<file path="src/rtl/key_digit_scanner.sv">
// Scalar-key digit scanner: loads a KEY_W-bit key and presents it one DIGIT_W digit at a time.
// First digit 1 cycle after i_load (plus skip cycles); o_digit/o_idx hold until i_next while o_valid.
module key_digit_scanner #(
  parameter int KEY_W     = 256,
  parameter int DIGIT_W   = 1,
  parameter int MSB_FIRST = 1,
  parameter int SKIP_LZ   = 1,
  localparam int NDIG     = KEY_W / DIGIT_W,
  localparam int IW       = (NDIG > 1) ? $clog2(NDIG) : 1
) (
  input  logic               i_clk,
  input  logic               i_rst_n,
  input  logic               i_load,
  input  logic [KEY_W-1:0]   i_key,
  input  logic               i_next,
  output logic [DIGIT_W-1:0] o_digit,
  output logic [IW-1:0]      o_idx,
  output logic               o_valid,
  output logic               o_last,
  output logic               o_busy,
  output logic               o_done
);

  typedef enum logic [1:0] {IDLE, SKIP, PRESENT, DONE} state_t;

  localparam bit MSBF  = (MSB_FIRST != 0);
  localparam bit SKIPF = MSBF && (SKIP_LZ != 0);
  localparam logic [IW-1:0] IDX_FIRST = MSBF ? IW'(NDIG - 1) : '0;
  localparam logic [IW-1:0] IDX_LAST  = MSBF ? '0 : IW'(NDIG - 1);

  state_t             state_q, state_d;
  logic [KEY_W-1:0]   sr_q, sr_d, sr_step;
  logic [IW-1:0]      idx_d, idx_step;
  logic [DIGIT_W-1:0] top_dig, dig_d;

  assign top_dig  = sr_q[KEY_W-1 -: DIGIT_W];
  assign sr_step  = MSBF ? (sr_q << DIGIT_W) : (sr_q >> DIGIT_W);
  assign idx_step = MSBF ? (o_idx - IW'(1)) : (o_idx + IW'(1));

  always_comb begin
    state_d = state_q;
    sr_d    = sr_q;
    idx_d   = o_idx;
    case (state_q)
      IDLE: begin
        if (i_load) begin
          sr_d    = i_key;
          idx_d   = IDX_FIRST;
          state_d = SKIPF ? SKIP : PRESENT;
        end
      end
      SKIP: begin
        // Digit 0 is never skipped, so a zero key still presents one digit.
        if (top_dig == '0 && o_idx != '0) begin
          sr_d  = sr_step;
          idx_d = idx_step;
        end else begin
          state_d = PRESENT;
        end
      end
      PRESENT: begin
        if (i_next) begin
          if (o_idx == IDX_LAST) begin
            state_d = DONE;
          end else begin
            sr_d  = sr_step;
            idx_d = idx_step;
          end
        end
      end
      DONE:    state_d = IDLE;
      default: state_d = IDLE;
    endcase
    dig_d = MSBF ? sr_d[KEY_W-1 -: DIGIT_W] : sr_d[DIGIT_W-1:0];
  end

  // Outputs are registered from the next-state values so they line up with the state register.
  always_ff @(posedge i_clk) begin
    if (!i_rst_n) begin
      state_q <= IDLE;
      sr_q    <= '0;
      o_idx   <= '0;
      o_digit <= '0;
      o_valid <= 1'b0;
      o_last  <= 1'b0;
      o_busy  <= 1'b0;
      o_done  <= 1'b0;
    end else begin
      state_q <= state_d;
      sr_q    <= sr_d;
      o_idx   <= idx_d;
      o_digit <= dig_d;
      o_valid <= (state_d == PRESENT);
      o_last  <= (state_d == PRESENT) && (idx_d == IDX_LAST);
      o_busy  <= (state_d != IDLE);
      o_done  <= (state_d == DONE);
    end
  end

endmodule

</file>
<file path="config.mk">
export PLATFORM = sky130hd
export DESIGN_NAME = key_digit_scanner
export DESIGN_NICKNAME = d
export VERILOG_FILES = /design/src/rtl/key_digit_scanner.sv
export SDC_FILE = /design/constraint.sdc
export NUM_CORES = 1
export LEC_CHECK = 0
export CAP_MARGIN = 0
export CORE_AREA = 2 2 330 169
export DETAILED_ROUTE_END_ITERATION = 8
export DIE_AREA = 0 0 332 171
export GPL_ROUTABILITY_DRIVEN = 0
export PLACE_DENSITY = 0.55
export SLEW_MARGIN = 20
export SYNTH_ARGS = -nofsm -noshare
export SYNTH_HDL_FRONTEND = slang
export SYNTH_SLANG_ARGS = --single-unit
</file>
<file path="constraint.sdc">
create_clock -name i_clk -period 2.4 [get_ports i_clk]
set_input_delay 0.36 -clock i_clk [delete_from_list [all_inputs] [get_ports i_clk]]
set_output_delay 0.36 -clock i_clk [all_outputs]
set_load 0.05 [all_outputs]
</file>
# Word level (Yosys, flattened, before mapping)
# Index checks and enable logic that the tools add are counted.
[word_totals]
regBits = 270
in_bits = 260
out_inout_bits = 13
word_cells = 43
[classes]
add_sub_neg = 1
eq_ne = 9
n_mux = 15
n_bitwise = 1
reduce_logical = 9
[ops]
columns = ["operator", "n"]
rows = [
  ["two-way mux 256 bit", 4],
  ["one-hot mux 256 bit (3 select lines)", 1],
  ["two-way mux 8 bit", 4],
  ["one-hot mux 8 bit (3 select lines)", 1],
  ["zero test 8 bit", 2],
  ["== test 2 bit, second input constant", 4],
  ["two-way mux 2 bit", 4],
  ["inequality test 2 bit, second input constant", 4],
  ["one-hot mux 2 bit (4 select lines)", 1],
  ["nonzero test 8 bit", 1],
  ["subtractor 8 x 1 -> 8 bit, second input constant", 1],
  ["AND reduction 5 bit", 1],
  ["nonzero test 3 bit", 1],
  ["== test 2 x 1 -> 1 bit, second input constant", 1],
  ["logical AND 1 bit", 2],
  ["zero test 2 bit", 1],
  ["nonzero test 2 bit", 1],
  ["inverter 1 bit", 1],
]

# Depth between registers and ports, before layout
[depth]
ltp_word = 6
mapped_depth = 10
depth_no_buf = 7

# Worst setup path before layout
# No wires, ideal clock.
[synth_path]
path_type = "flip-flop to flip-flop"
startpoint = "register o_idx[0]"
endpoint = "register sr_q[122]"
setup_ns = 0.116
arrival_ns = 2.180
required_time_ns = 2.284
slack_ns = 0.104
path_stages_with_launch = 11
path_buffers = 3
period_less_slack_ns = 2.296
path_cell_list = "dfxtp_1 inv_1 ha_1 nor3b_2 a31oi_1 o211a_1 buf_2 buf_2 buf_2 nand2_1 o211a_1"
[synth_between]
elab_chain_cells = 4
word_cells_on_any_way = 6
classes_between = "eq/ne (2); reduce/logical (4)"
[synth_rtl]
columns = ["element", "line", "text"]
rows = [
  ["from (decl)", "17", "output logic [IW-1:0] o_idx,"],
  ["from (signal assigned)", "91", "o_idx <= idx_d;"],
  ["nonzero test 8 bit", "54", "if (top_dig == '0 && o_idx != '0) begin"],
  ["logical AND 1 bit", "54", ""],
  ["inequality test 2 bit (no line)", "n/a", ""],
  ["AND reduction 5 bit (no line) *", "n/a", ""],
  ["to (signal assigned)", "90", "sr_q <= sr_d;"],
  ["to (decl)", "32", "logic [KEY_W-1:0] sr_q, sr_d, sr_step;"],
]
# Mark *: on every way between the ends. The rest lies on a longest branch, timed or not.
# A chain may end at the register's enable or synchronous reset.

# Worst setup path in the final report
[layout_path]
startpoint = "register o_idx[7]"
endpoint = "output port o_idx[7]"
# No word-level cell between the ends.

==> results.py <==
metrics = {
    "min_path": {
        "hp-start": "i_rst_n",
        "holdPathEnd": "o_idx[6]",
        "hp-class": "primary input to flop",
        "hold_depth": 3,
    },
    "global_routing": {
        "grt-ovfl-total": 0,
        "antenna_found_initial": 5,
        "grt_max_degree": 105,
        "grt_first_pass_wirelength_microns": 55900,
        "grt_pass1_vias": 10000,
        "grt.total_usage_pct": 12.2,
    },
    "sta": {
        "hold_violations": 0,
        "setup_viol": 0,
        "timing_worst_slew_pin_value_ns": 0.612,
        "tns_ns": 0,
        "min_period_ns": 2.29,
        "slew_viol_final": 0,
        "timing.fmax_mhz": 436,
        "max_slew_margin_pct": 59.0,
        "finClkSkew_ns": 0.0167,
        "post-route-period-util_pct": 95.6,
        "rsz0062_at_grt": "false",
    },
    "pwr": {
        "power_uw": 13600,
        "leakagePower_uw": 0.00890,
        "pwr-share-seq_pct": 40.9,
        "power_density_mw_per_mm2": 774,
        "switching_power_uw": 3930,
        "clkPwrFrac_pct": 34.3,
        "p_sw_share_pct": 28.9,
        "p_int_uw": 9660,
        "ir_worst_vdd_mv": 0.422,
        "pwr-share-comb_pct": 24.9,
    },
    "synth": {
        "yosysSeqAreaShare_pct": 42.1,
        "syn_area_sq_mm": 0.0128,
        "async_flop_share_pct": 0,
        "synth_ff_type": "dfxtp_1",
        "synth_top_area_share_pct": 42.1,
        "yosysMostFrequentCell": "dfxtp_1",
        "synth.distinct_cells": 49,
        "netlist_top_cells_count": "dfxtp_1 (270), nand2_1 (266), mux2i_1 (256), o211a_1 (256), clkbuf_1 (60)",
        "synth_top_cells_by_area": "dfxtp_1 (42%), mux2i_1 (20%), o211a_1 (20%)",
        "synth_top_area_cell": "dfxtp_1",
        "synth_warnings": 0,
        "syn_inst": 1274,
        "ys_ff_latch": 270,
        "syn_area_per_cell_sq_um": 10.1,
        "synth_edf_count": 0,
        "syn_nets": 1540,
    },
    "setup_path": {
        "critPathCaptureType": "output port",
        "cp.depth": 1,
        "reg2regPathDepth": 7,
        "required_ns": 2.04,
        "crit_path_max_fanout": 5,
        "reg2reg_from": "o_idx[0]",
        "worst_path_max_delay_cell": "clkdlybuf4s50_1",
        "path_class": "flop to output port",
        "rrSetupSlack_ns": 0.17,
        "cp_slowest_stage_delay_ns": 0.86,
        "r2r_end": "o_last",
        "path_cells": "clkdlybuf4s50_1",
        "crit_buf_inv": 1,
        "crit_arrival_ns": 1.93,
        "start_kind": "flop",
        "crit_family": "buffers and inverters",
    },
    "final_layout": {
        "layout-area-overhead-vs-synth_pct": 36.8,
        "nNetsFinal": 1776,
        "fillers": 5546,
        "drive_above_1_share_pct": 7.08,
    },
    "drt": {
        "drt-initial-drc-count": 523,
        "wire_per_inst_microns": 16.0,
        "dr_total_vias": 10200,
        "ant_nets": 0,
        "drc": 0,
        "wl_microns": 36100,
        "via_per_inst": 4.52,
        "firstDrtPassIters": 5,
    },
    "outcome": {
        "status": "complete, no violations",
    },
    "clock_tree": {
        "cts_buffer_depth": 3,
        "clk_latency_ns": 0.58,
        "cts_made_buffers": 29,
        "root_buffer": "clkbuf_16",
        "cts_setup_buffers": 0,
        "h-tree-depth": 1,
        "clock-sinks": 270,
        "cts_tree": "done",
        "path_clk_slew_ns": 0.07,
    },
    "die": {
        "placement_rows": 61,
        "die_x_microns": 332,
        "fp.dieH_microns": 171,
        "ios": 273,
        "die_area_sq_mm": 0.0568,
        "start_util_pct": 23.6,
        "core_sq_mm": 0.0543,
    },
    "placed_design": {
        "port_buffers": 272,
        "dpl.hpwl_microns": 25500,
    },
    "job": {
        "maxCapViolations": 0,
    },
}
area by class of cell:
class                      instances  area [sq um]  share of cell area [%]
tap                              724           906                    5.16
clock inverter                     7           138                   0.784
clock buffer                      40           807                    4.60
multi-input combinational        878          6880                    39.2
timing repair buffer             324          3380                    19.2
inverter                           7          26.3                   0.150
antenna                            3          7.51                  0.0428
sequential                       270          5410                    30.8
power by group through the flow:
stage | Combinational (uW) | Clock [uW] | Sequential (uW)
floorplan | 2230 | 0 | 5580
global placement | 3330 | 0 | 5610
detailed placement | 3400 | 0 | 5640
CTS | 3410 | 4880 | 5550
global route | 3710 | 5050 | 5630
finish | 3380 | 4660 | 5550
cell usage in the layout, fill, tap and decap left out, types with 2 or more instances in the layout:
master and count:
a211oi_1 2, a21boi_0 2, a21oi_1 7, a31oi_1 3, and2_1 7, and3_1 2
buf_12 21, buf_4 31, bufinv_16 4, clkbuf_1 7, clkbuf_16 29, clkbuf_8 5
clkdlybuf4s50_1 265, clkinv_2 2, dfxtp_1 270, diode_2 3, dlygate4sd2_1 5, ha_1 3
ha_2 2, inv_1 7, mux2i_1 256, nand2_1 266, nand2b_1 5, nand3b_1 3
nor2_1 14, nor2b_1 2, nor3b_1 3, nor4_1 2, o211a_1 255, o21ai_0 9
o221ai_1 2, o22ai_1 2, o311ai_0 2, o31ai_1 3, or2_2 2
layer usage:
metal  share of wire, %  vias to the layer above  GRT usage (%)
li1                   -                     5108              -
met1                 50                     4835           17.2
met2                 42                      185           18.3
met3                6.1                       44           3.82
met4                1.9                        2           2.41
met5              0.030                        -              0
repair_timing:
action	4_1_cts	5_1_grt
endpoints found under the setup margin	5	3
pin swaps	0	0
hold buffers	0	0
gates resized for setup	5	7
registers in the layout, summed over array words and instances (netlist names):
signal,flops
sr_q,256
o_idx,8
state_q,2
o_busy,1
o_done,1
o_last,1
o_valid,1
worst max path at each step:
stage | startpoint | slack [ns] | endpoint
floorplan | o_idx[0] | 0.10 | sr_q[122]
global placement | o_idx[1] | 0.14 | o_last
detailed placement | o_idx[1] | 0.14 | o_last
CTS | o_idx[0] | 0.03 | o_idx[0]
global route | o_idx[1] | 0.04 | o_last
finish | o_idx[7] | 0.11 | o_idx[7]
stage by stage:
| stage | util [%] | setup slack (ns) | std cells | cell area (sq um) | hold slack, ns |
|---|---|---|---|---|---|
| final | 32.3 | 0.105 | 2253 | 17500 | 0.147 |
| after global routing | 32.3 | 0.0379 | 2251 | 17500 | 0.124 |
| after CTS | 32.2 | 0.0292 | 2250 | 17500 | 0.102 |
| after detailed placement | 30.5 | 0.140 | 2203 | 16600 | 0.485 |
| after global placement | 30.5 | 0.136 | 2203 | 16600 | 0.478 |
| after floorplan | - | 0.104 | 1274 | 12800 | 0.454 |
logic make-up after synthesis:
family	share of synthesized area [%]
adder cells (fa/ha/maj)	0.585
buffers and inverters	4.53
AND/OR/NAND/NOR	10.4
AO/OA/AOI/OAI	22.4
flip-flops	42.1
multiplexers	20.0
No activity file was read; power rests on OpenSTA's default activity.
